**src/rtl/llc_output_encoder_pkg.sv**
```systemverilog
`default_nettype none
// ============================================================================
// Module      : llc_output_encoder_pkg
// Description : Shared LLC constants for the outgoing channel encoder.
// Revision    : 1.0 - initial release
// ============================================================================
package llc_output_encoder_pkg;

    localparam int CH_RSP_OUT     = 0;
    localparam int CH_FWD_OUT     = 1;
    localparam int CH_MEM_REQ     = 2;
    localparam int CH_DMA_RSP_OUT = 3;

    localparam int MAX_MEM_RD_DEF = 4;

endpackage
`default_nettype wire

```
**src/rtl/llc_out_fifo2.sv**
```systemverilog
`default_nettype none
// ============================================================================
// Module      : llc_out_fifo2
// Description : Two-entry valid/ready FIFO with registered full status.
// Revision    : 1.0 - initial release
// ============================================================================
module llc_out_fifo2 #(
    parameter int DATA_W = 64
) (
    input  logic              clk,
    input  logic              rst,
    input  logic              enq,
    input  logic [DATA_W-1:0] enq_data,
    output logic              full,
    output logic              valid,
    input  logic              ready,
    output logic [DATA_W-1:0] data,
    output logic [1:0]        count
);

    logic [DATA_W-1:0] r_mem [2];
    logic              r_head;
    logic              r_tail;
    logic [1:0]        r_count;
    logic              w_push;
    logic              w_pop;

    // Push looks only at the stored count, so a same-cycle pop never frees a full slot.
    assign w_push = enq && (r_count != 2'd2);
    assign w_pop  = (r_count != 2'd0) && ready;

    always_ff @(posedge clk or negedge rst) begin
        if (!rst) begin
            r_head  <= 1'b0;
            r_tail  <= 1'b0;
            r_count <= 2'd0;
        end else begin
            if (w_push) r_tail <= ~r_tail;
            if (w_pop)  r_head <= ~r_head;
            r_count <= r_count + 2'(w_push) - 2'(w_pop);
        end
    end

    always_ff @(posedge clk) begin
        if (w_push) r_mem[r_tail] <= enq_data;
    end

    assign full  = (r_count == 2'd2);
    assign valid = (r_count != 2'd0);
    assign data  = valid ? r_mem[r_head] : '0;
    assign count = r_count;

endmodule
`default_nettype wire

```
**src/rtl/llc_output_encoder.sv**
```systemverilog
`default_nettype none
// ============================================================================
// Module      : llc_output_encoder
// Description : Per-channel output buffering, memory-read credit and idle status.
// Revision    : 1.0 - initial release
// ============================================================================
module llc_output_encoder
    import llc_output_encoder_pkg::*;
#(
    parameter int DATA_W     = 64,
    parameter int NUM_CH     = 4,
    parameter int MAX_MEM_RD = MAX_MEM_RD_DEF,
    parameter int CNT_W      = 3
) (
    input  logic                     clk,
    input  logic                     rst,
    input  logic [NUM_CH-1:0]        send,
    input  logic [NUM_CH*DATA_W-1:0] send_data,
    input  logic                     send_is_read,
    input  logic                     mem_rd_done,
    output logic [NUM_CH-1:0]        out_valid,
    input  logic [NUM_CH-1:0]        out_ready,
    output logic [NUM_CH*DATA_W-1:0] out_data,
    output logic [NUM_CH-1:0]        ch_full,
    output logic                     mem_rd_avail,
    output logic                     all_idle,
    output logic                     send_err
);

    localparam logic [CNT_W-1:0] c_max_rd = CNT_W'(MAX_MEM_RD);

    logic [CNT_W-1:0]  r_mem_rd_cnt;
    logic              r_send_err;
    logic [NUM_CH-1:0] w_enq;
    logic [1:0]        w_count [NUM_CH];
    logic [NUM_CH-1:0] w_ch_empty;
    logic              w_rd_inc;
    logic              w_rd_block;
    logic              w_rd_underflow;

    // A read with no credit left is dropped before reaching the FIFO.
    assign w_rd_block = send[CH_MEM_REQ] && send_is_read && !mem_rd_avail;
    assign w_rd_inc   = send[CH_MEM_REQ] && send_is_read && !ch_full[CH_MEM_REQ] && mem_rd_avail;
    assign w_rd_underflow = mem_rd_done && !w_rd_inc && (r_mem_rd_cnt == '0);

    always_comb begin
        w_enq = send;
        w_enq[CH_MEM_REQ] = send[CH_MEM_REQ] && !w_rd_block;
    end

    generate
        for (genvar gi = 0; gi < NUM_CH; gi++) begin : g_ch
            llc_out_fifo2 #(
                .DATA_W (DATA_W)
            ) u_fifo (
                .clk      (clk),
                .rst      (rst),
                .enq      (w_enq[gi]),
                .enq_data (send_data[gi*DATA_W +: DATA_W]),
                .full     (ch_full[gi]),
                .valid    (out_valid[gi]),
                .ready    (out_ready[gi]),
                .data     (out_data[gi*DATA_W +: DATA_W]),
                .count    (w_count[gi])
            );
            assign w_ch_empty[gi] = (w_count[gi] == 2'd0);
        end
    endgenerate

    always_ff @(posedge clk or negedge rst) begin
        if (!rst) begin
            r_mem_rd_cnt <= '0;
            r_send_err   <= 1'b0;
        end else begin
            if (w_rd_inc && !mem_rd_done)
                r_mem_rd_cnt <= r_mem_rd_cnt + 1'b1;
            else if (!w_rd_inc && mem_rd_done && (r_mem_rd_cnt != '0))
                r_mem_rd_cnt <= r_mem_rd_cnt - 1'b1;
            if ((|(send & ch_full)) || w_rd_block || w_rd_underflow)
                r_send_err <= 1'b1;
        end
    end

    assign mem_rd_avail = (r_mem_rd_cnt < c_max_rd);
    assign all_idle     = (&w_ch_empty) && (r_mem_rd_cnt == '0);
    assign send_err     = r_send_err;

endmodule
`default_nettype wire

```
**config.mk**
```make
export PLATFORM = sky130hd
export DESIGN_NAME = llc_output_encoder
export DESIGN_NICKNAME = d
export VERILOG_FILES = /design/src/rtl/llc_output_encoder_pkg.sv /design/src/rtl/llc_out_fifo2.sv /design/src/rtl/llc_output_encoder.sv
export SDC_FILE = /design/constraint.sdc
export NUM_CORES = 1
export LEC_CHECK = 0
export ABC_CLOCK_PERIOD_IN_PS = 3900
export BUFFER_PORTS_ARGS = -buffer_cell sky130_fd_sc_hd__buf_4
export CORE_MARGIN = 10
export CORE_UTILIZATION = 40
export CTS_BUF_LIST = sky130_fd_sc_hd__clkbuf_4 sky130_fd_sc_hd__clkbuf_8 sky130_fd_sc_hd__clkbuf_16
export DETAILED_ROUTE_END_ITERATION = 16
export GPL_ROUTABILITY_DRIVEN = 0
export PLACE_DENSITY = 0.65
export SLEW_MARGIN = 0
export SYNTH_ARGS = -nofsm -noshare
export SYNTH_HDL_FRONTEND = slang
export SYNTH_HIERARCHICAL = 1
export SYNTH_SLANG_ARGS = --single-unit
export TNS_END_PERCENT = 50
```
**constraint.sdc**
```tcl
create_clock -name clk -period 3.9 [get_ports clk]
set_input_delay 0.195 -clock clk [delete_from_list [all_inputs] [get_ports clk]]
set_output_delay 0.195 -clock clk [all_outputs]
set_load 0.005 [all_outputs]
```
# ---- Yosys cells after proc, flatten, opt, wreduce, memory -nomap -nowiden
# Memory sizes are Yosys's and may differ from the RTL's.
# Index checks and enable logic that the tools add are counted.
dict set report op_classes {
  addsub 10
  magnitude_cmp 1
  n_eq_ne 8
  muxes 14
  bitwise 9
  n_reduce_logical 38
}
# op n
set op_table {}
lappend op_table {{64-bit two-way mux} 4}
lappend op_table {{1-bit logical AND} 18}
lappend op_table {{2-bit nonzero test} 5}
lappend op_table {{2-bit by 1-bit adder with 2-bit output} 4}
lappend op_table {{2-bit == test (second input constant)} 4}
lappend op_table {{2-bit logical NOT} 4}
lappend op_table {{1-bit two-way mux} 8}
lappend op_table {{2-bit inequality test (second input constant)} 4}
lappend op_table {{1-bit inverter} 8}
lappend op_table {{2-bit by 1-bit subtractor with 2-bit output} 4}
lappend op_table {{3-bit two-way mux} 2}
lappend op_table {{1-bit logical NOT} 5}
lappend op_table {{4-bit bitwise AND} 1}
lappend op_table {{4-bit AND reduction} 1}
lappend op_table {{4-bit OR reduction} 1}
lappend op_table {{3-bit by 1-bit adder with 3-bit output (second input constant)} 1}
lappend op_table {{3-bit logical NOT} 1}
lappend op_table {{3-bit less-than comparator (second input constant)} 1}
lappend op_table {{3-bit nonzero test} 1}
lappend op_table {{3-bit by 1-bit subtractor with 3-bit output (second input constant)} 1}
lappend op_table {{1-bit logical OR} 2}
dict set report totals {
  regBits 20
  ram_bits 512
  out_inout_bits 267
  mem_count 4
}
# name words word_bits read_ports rd_ports_with_merged_regs write_ports line_no
set memory_table {}
lappend memory_table {{g_ch[0].u_fifo.r_mem} 2 64 1 0 1 llc_out_fifo2.sv:21} ;# logic [DATA_W-1:0] r_mem [2];
lappend memory_table {{g_ch[1].u_fifo.r_mem} 2 64 1 0 1 llc_out_fifo2.sv:21}
lappend memory_table {{g_ch[2].u_fifo.r_mem} 2 64 1 0 1 llc_out_fifo2.sv:21}
lappend memory_table {{g_ch[3].u_fifo.r_mem} 2 64 1 0 1 llc_out_fifo2.sv:21}

# ---- Depth between registers and ports, before layout
# Gate-level depths: netlist of the first run.
dict set report depth {
  word_depth 9
  ltp_mapped 9
}

# ---- Cells and area by module
# The synthesis of the first run kept the hierarchy.
# mod n_inst cells_each area_each_um2 seq_area_each_um2
set modules_own_cells {}
lappend modules_own_cells {llc_out_fifo2 4 289 5129.9 3943.8}
lappend modules_own_cells {llc_output_encoder 1 37 349.1 100.1}

# ---- Worst setup path before layout of the first run
# No wires, ideal clock.
dict set report synth_timing {
  kind {flip-flop to flip-flop}
  from {register r_mem_rd_cnt[2]}
  to {memory g_ch[2].u_fifo.r_mem[0][0], enable pin}
  t_arrival_ns 3.478
  required_ns 3.414
  slack_ns -0.065
  stages_incl_launch_ff 5
  n_path_buf 1
  period_less_slack_ns 3.965
  path_cell_list {dfrtp_1 -> buf_6 -> a21boi_0 -> nand2_1 -> nor2_1}
}
dict set report synth_via {
  elab_chain_len 8
}
# item line_no
set synth_lines {}
lappend synth_lines {{start: declaration} llc_output_encoder.sv:32} ;# logic [CNT_W-1:0] r_mem_rd_cnt;
lappend synth_lines {{start signal: assignment} llc_output_encoder.sv:76} ;# r_mem_rd_cnt <= r_mem_rd_cnt + 1'b1;
lappend synth_lines {{start signal: assignment} llc_output_encoder.sv:78} ;# r_mem_rd_cnt <= r_mem_rd_cnt - 1'b1;
lappend synth_lines {{3-bit less-than comparator} llc_output_encoder.sv:84} ;# assign mem_rd_avail = (r_mem_rd_cnt < c_max_rd);
lappend synth_lines {{1-bit logical NOT} llc_output_encoder.sv:42} ;# assign w_rd_block = send[CH_MEM_REQ] && send_is_read && !mem_rd_avail;
lappend synth_lines {{1-bit logical AND} llc_output_encoder.sv:42}
lappend synth_lines {{1-bit logical NOT} llc_output_encoder.sv:48} ;# w_enq[CH_MEM_REQ] = send[CH_MEM_REQ] && !w_rd_block;
lappend synth_lines {{1-bit logical AND} llc_output_encoder.sv:48}
lappend synth_lines {{named net w_enq[2]} llc_output_encoder.sv:34} ;# logic [NUM_CH-1:0] w_enq;
lappend synth_lines {{1-bit logical AND} llc_out_fifo2.sv:29} ;# assign w_push = enq && (r_count != 2'd2);
lappend synth_lines {{1-bit two-way mux} llc_out_fifo2.sv:45} ;# if (w_push) r_mem[r_tail] <= enq_data;
lappend synth_lines {{1-bit two-way mux (implied by the code)} llc_out_fifo2.sv:45}
lappend synth_lines {{end: declaration} llc_out_fifo2.sv:21}
# The timed path passes the listed nets, and every way through them passes these cells.

# ---- Final worst setup path of the first run
dict set report layout_timing {
  from {register g_ch[2].u_fifo.r_head}
  to {output out_data[183]}
}
dict set report layout_via {
  elab_chain_len 2
}
# item line_no
set layout_lines {}
lappend layout_lines {{start: declaration} llc_out_fifo2.sv:22} ;# logic r_head;
lappend layout_lines {{start signal: assignment} llc_out_fifo2.sv:39} ;# if (w_pop) r_head <= ~r_head;
lappend layout_lines {{memory read 2 x 64 bit} n/a}
lappend layout_lines {{64-bit two-way mux} llc_out_fifo2.sv:50} ;# assign data = valid ? r_mem[r_head] : '0;
lappend layout_lines {{end: declaration} llc_output_encoder.sv:23} ;# output logic [NUM_CH*DATA_W-1:0] out_data,
# Every way passes these cells.

==> results of run 1 <==
## sequential cells by signal, summed over array words and instances (netlist names)
name,count
g_ch.u_fifo/r_mem,512
g_ch.u_fifo/count,8
g_ch.u_fifo/r_tail,4
r_mem_rd_cnt,3
g_ch.u_fifo/r_head,4
send_err,1
## cells by family (layout without fill, tap and decap cells)
| group | after synthesis | count (layout) |
|---|---|---|
| flip-flops | 532 | 532 |
| AND/OR/NAND/NOR | 296 | 296 |
| AO/OA/AOI/OAI | 11 | 11 |
| buffers and inverters | 72 | 929 |
| multiplexers | 256 | 256 |
| other | 0 | 2 |
| XOR/XNOR | 17 | 17 |
| adder cells (fa/ha/maj) | 9 | 9 |
## cell type report
| class | instances | area (sq um) | area share [%] |
|---|---|---|---|
| flip-flops and latches | 532 | 15900 | 53.6 |
| repair buffers | 815 | 6810 | 23.0 |
| multi-input cells | 589 | 4260 | 14.4 |
| clock buffers | 70 | 1490 | 5.02 |
| well taps | 680 | 851 | 2.87 |
| clock inverters | 30 | 299 | 1.01 |
| inverters | 14 | 52.6 | 0.177 |
| diodes | 2 | 5.00 | 0.0169 |
## through the flow
stage          setup slack (ns)  util [%]
6_report                   1.12      57.6
5_1_grt                   0.989      57.6
4_1_cts                    1.11      57.6
3_5_place_dp               1.61      48.9
3_3_place_gp               1.65      48.9
2_1_floorplan             0.112         -
## worst max-delay path by stage
stage	start	to	slack, ns	depth (start not counted)
floorplan	g_ch[1].u_fifo/count[0]	g_ch[1].u_fifo/r_mem[0][0]	0.11	3
global placement	r_mem_rd_cnt[2]	g_ch[2].u_fifo/r_mem[0][25]	1.65	4
detailed placement	r_mem_rd_cnt[2]	g_ch[2].u_fifo/r_mem[0][32]	1.61	4
CTS	g_ch[2].u_fifo/r_head	out_data[190]	1.11	4
global route	g_ch[2].u_fifo/r_head	out_data[183]	0.99	4
finish	g_ch[2].u_fifo/r_head	out_data[183]	1.12	4
## repair_timing
| item | 4_1_cts | 5_1_grt |
|---|---|---|
| hold buffers | 266 | 0 |
| resized for setup | 0 | 0 |
| endpoints found under the hold margin | 543 | 0 |
| setup endpoints to repair | 0 | 0 |
## critical path, delay by kind of cell (launching register included)
family / cells / cell delay (ns)
DFF: 1 / 1.04
buffers and inverters: 2 / 0.57
and+or+nand+nor: 1 / 0.06
muxes: 1 / 0.27
## power groups by stage
| stage | Combinational (mW) | Sequential [mW] | Clock (mW) |
|---|---|---|---|
| finish | 7.50 | 8.80 | 5.17 |
| global placement | 7.34 | 8.88 | 0 |
| global route | 8.13 | 8.95 | 5.54 |
| CTS | 7.61 | 8.82 | 5.30 |
| detailed placement | 7.35 | 8.93 | 0 |
| floorplan | 4.53 | 8.20 | 0 |
## cell usage after synthesis (all sizes together), types with 2 or more instances
| cell type | n | share of area (%) |
|---|---|---|
| nor4 | 2 | 0.060 |
| clkbuf | 4 | 0.14 |
| a22oi | 2 | 0.096 |
| ha | 8 | 0.48 |
| edfxtp | 512 | 74 |
| nand2 | 8 | 0.14 |
| dfrtp | 20 | 2.4 |
| and2 | 4 | 0.12 |
| nand2b | 4 | 0.12 |
| a32oi | 2 | 0.084 |
| xnor2 | 13 | 0.55 |
| or3 | 2 | 0.060 |
| a21oi | 4 | 0.096 |
| xor2 | 4 | 0.17 |
| buf | 54 | 3.4 |
| mux2i | 256 | 12 |
| nand3 | 2 | 0.048 |
| inv | 14 | 0.25 |
| and3 | 5 | 0.15 |
| nor2 | 264 | 5.2 |
## layer usage
layer	part of all wire, %	up-vias	track usage [%]
met4	1.8	6	4.06
met2	50	466	29.4
met5	0.074	-	0
met3	7.2	76	4.94
li1	-	6039	-
met1	40	6309	21.3
==> run metrics, run 1 <==
Detailed Route WL 55.8 mm; Final Max Slew Viols 0; pin count of the biggest net entering global routing 66; top_reg_cell synth edfxtp_1; commonest non-fill, non-tap cell in the layout buf_4; total track usage 17.3%; XOR/XNOR Fraction of Synth Area 0.713%; NetSw 6.83 mW; Reg2Reg Setup Slack 1.61 ns; critical path capture point type output port; crit-path cells buf_4, mux2i_1, nor2_1, buf_4; Clock power frac 24.1%; worst r2r dst g_ch[2].u_fifo/r_mem[0][21]; Final Hold Fails 0; Num CTS Buffers 54; MaxCap Viol Count 0; IR drop worst, VDD 552 uV; Tot Pwr 21.5 mW; Via density 4.72; most frequent cells in the layout buf_4, edfxtp_1, dlygate4sd3_1; status completed; clk slew on worst S/H paths 0.07 ns; placed cells 2364; Root Buffer Master clkbuf_16; first-pass GRT wire length 84.2 mm; placed cell areas 0.0252 sq mm; post-route cell area 0.0297 sq mm; mux share of post-synthesis cell area 12.3%; drt drc 0; #FFs+latches synth 532; Synth cell types 34; Worst Hold End g_ch[2].u_fifo/r_tail; CTS sink count 532; Final period util 71.2%; Rows 83; Fmax 360 MHz; vias in the first global route 13738; Starting Density 40.5%; Syn Inst Count 1193; fill count 3923; antenna violations before repair 4; Final Skew 0.0249 ns; Setup violations, final 0; Core ar. 0.0515 sq mm; Largest stage delay, worst path 1.04 ns; cell mode on critical path buf_4; syn nets 1470; Comb pwr share 34.9%; clk_lat worst skew 0.59 ns; Worst Hold Class input pin to register; DIE HEIGHT 248 um; Critical Path AT 2.58 ns; die width 248 um; die area 0.0617 sq mm; critical setup path kind register to output port; RSZ-0062 raised after global routing no; Hold Crit Depth 4; hpwl dp 37.3 mm; worst slew pin tran 1.18 ns; port bufs 534; CP max stage cell dfrtp_4; total gr overflow 0; CTS tree done; DR vias 12896; Reg2Reg Depth 4; initial DRC count 824; Synth Area in Adders 0.576%; pwr dens 724 mW/mm^2; Final min period 2.78 ns; drt pass-1 iters 4; Sequential Power Share 41.0%; FFs w/ async S/R, synth 3.76%; Worst EP required 3.70 ns; DRT antenna net count 0; Mapped Area 0.0209 sq mm; Lkg Pwr 12.0 nW; Area Growth Syn to Fin 42.1%; switching share of power 31.8%; fraction of layout cells with a size suffix above 1 34.0%; # nets final 2283; hold slack 0.0927 ns; CTS Buffer Depth 3; Slew headroom 21.2%; compound-gate portion of the synthesized area 0.378%; sequential share of the synthesized area 76.1%; syn avg cell area 17.5 sq um; HP Start send_is_read; EDFF count, synth 512; wire per inst 20.4 um; fraction of the mapped netlist area in simple logic gates 6.19%; Worst setup SP type register; Final Non-Filler Cells 2732; FF-to-FF Start r_mem_rd_cnt[2]; H-tree levels 2; I/O Pins 535; Post-CTS Setup Inserts 0; Int Pwr 14.6 mW; crit path max fanout 52; combinational family with the most area after synthesis multiplexers; Ys Warns 6; Post-Route Setup TNS 0 ns
(Power assumes the default switching activity.)
==> run 2, diff against run 1 <==
--- a/config.mk
+++ b/config.mk
@@ -5,7 +5,7 @@
 export SDC_FILE = /design/constraint.sdc
 export NUM_CORES = 1
 export LEC_CHECK = 0
-export ABC_CLOCK_PERIOD_IN_PS = 3900
+export ABC_CLOCK_PERIOD_IN_PS = 2400
 export BUFFER_PORTS_ARGS = -buffer_cell sky130_fd_sc_hd__buf_4
 export CORE_MARGIN = 10
 export CORE_UTILIZATION = 40
==> constraint.sdc (replaced) <==
create_clock -name clk -period 2.4 [get_ports clk]
set_input_delay 0.12 -clock clk [delete_from_list [all_inputs] [get_ports clk]]
set_output_delay 0.12 -clock clk [all_outputs]
set_load 0.005 [all_outputs]
==> run 2 against run 1 <==
Register-to-register slack worse by 1.5 ns; total power rose by 64%; worst hold slack got worse by 0.017 ns; non-clock buffer count is 19 higher; largest power group unchanged.
==> run metrics, run 2 (synthesis gave the netlist of run 1 again) <==
crit path max fanout 23; max reg flops 512; initial DRC count 696; Final period util 94.8%; Slew headroom 61.6%; fraction of layout cells with a size suffix above 1 34.3%; FF-to-FF Start g_ch[2].u_fifo/count[0]; Int Pwr 23.9 mW; MaxCap Viol Count 0; Final min period 2.27 ns; Area Growth Syn to Fin 43.5%; Core ar. 0.0515 sq mm; port bufs 534; die area 0.0617 sq mm; Root Buffer Master clkbuf_16; Worst Hold Class input pin to asynchronous set/reset pin; Final Skew 0.0106 ns; switching share of power 32.0%; final cell utilization of the core 58.1%; DR vias 13135; drt drc 0; Critical Path AT 2.15 ns; total gr overflow 0; Rows 83; pwr dens 1170 mW/mm^2; RSZ-0062 raised after global routing no; Worst setup SP type register; pin count of the biggest net entering global routing 65; IR drop worst, VDD 701 uV; die width 248 um; fill count 3939; Final Hold Fails 0; critical path capture point type output port; critical setup path kind register to output port; Biggest register g_ch.u_fifo/r_mem; DIE HEIGHT 248 um; first-pass GRT wire length 85.4 mm; wire per inst 20.6 um; CTS sink count 532; Fmax 440 MHz; vias in the first global route 14169; Post-Route Setup TNS 0 ns; worst slew pin tran 0.576 ns; Lkg Pwr 12.2 nW; total track usage 17.5%; clk_lat worst skew 0.59 ns; antenna violations before repair 6; CTS Buffer Depth 3; Comb pwr share 37.9%; hpwl dp 36.9 mm; Worst EP required 2.28 ns; Final Max Slew Viols 0; clk slew on worst S/H paths 0.06 ns; most frequent cells in the layout buf_4, edfxtp_1, dlygate4sd3_1; CTS tree done; DRT antenna net count 0; Via density 4.77; status completed; I/O Pins 535; commonest non-fill, non-tap cell in the layout buf_4; NetSw 11.2 mW; # nets final 2302; H-tree levels 2; Num CTS Buffers 54; Starting Density 40.5%; Setup crit start g_ch[0].u_fifo/r_head; Clock power frac 23.2%; Tot Pwr 35.1 mW; Sequential Power Share 38.8%; drt pass-1 iters 5; Setup violations, final 0; Detailed Route WL 56.6 mm
==> run 2: cell types whose count changed in the layout (fill, tap and decap cells not counted), sizes merged <==
cell	change
bufinv	-3
buf	+16
diode	+4
dlygate4sd3	+3
clkinvlp	-1
==> run 2: power groups by stage <==
stage	Sequential [mW]	Clock, mW	Combinational (mW)
final	13.6	8.16	13.3
after global routing	13.8	8.75	14.4
after CTS	13.6	8.37	13.5
after detailed placement	13.9	0	12.9
after global placement	13.8	0	12.8
after floorplan	13.3	0	7.38
==> run 2: metrics by stage <==
stage	hold slack (ns)	setup slack, ns	area, sq um	cells
3_3_place_gp	0.0436	0.385	25500	2379
6_report	0.0760	0.126	29900	2751
3_5_place_dp	0.0401	0.381	25500	2379
2_1_floorplan	-0.176	-0.280	20900	1193
5_1_grt	0.0520	0.0214	29900	2751
4_1_cts	0.0385	0.0338	29900	2745
==> run 2: timing repair <==
action                                  4_1_cts  5_1_grt
hold buffers                                269        0
setup buffers                                 1        0
endpoints found under the setup margin       52       25
gates resized for setup                       3        2
cloned                                        0        0
hold endpoints to repair                    544        0
==> run 2: metal layers <==
metal	vias to the layer above	global-route usage (%)	routed length (um)
met2	469	29.8	29000
li1	6082	-	-
met1	6488	21.0	22300
met4	0	5.66	1470
met3	96	5.10	3860
met5	-	0	0
==> run 2: layout make-up <==
cell class / instances / area (sq um) / share of cell area [%]
Tap cell: 680 / 851 / 2.84
Multi-Input combinational cell: 589 / 4260 / 14.2
Sequential cell: 532 / 15900 / 53.1
Clock inverter: 26 / 200 / 0.669
Clock buffer: 70 / 1520 / 5.09
Timing Repair Buffer: 834 / 7150 / 23.9
Antenna cell: 6 / 15.0 / 0.0501
Inverter: 14 / 52.6 / 0.175
==> run 2: worst paths after layout <==
| kind | endpoint | slack [ns] | cells after the start |
|---|---|---|---|
| max in group asynchronous | g_ch[2].u_fifo/r_head | 2.05 | 2 |
| hold reg to reg | g_ch[3].u_fifo/r_tail | 0.54 | 1 |
| hold / removal | g_ch[1].u_fifo/r_head | 0.08 | 2 |
| setup / recovery | out_data[35] | 0.13 | 4 |
| min in group clk | g_ch[3].u_fifo/r_mem[0][63] | 0.25 | 2 |
| setup reg to reg | send_err | 0.14 | 7 |
==> run 2: worst max-delay path: stages, from the launching register on <==
cell	delay, ns
dfrtp_4	0.72
buf_12	0.27
mux2i_1	0.34
nor2_1	0.08
buf_4	0.16
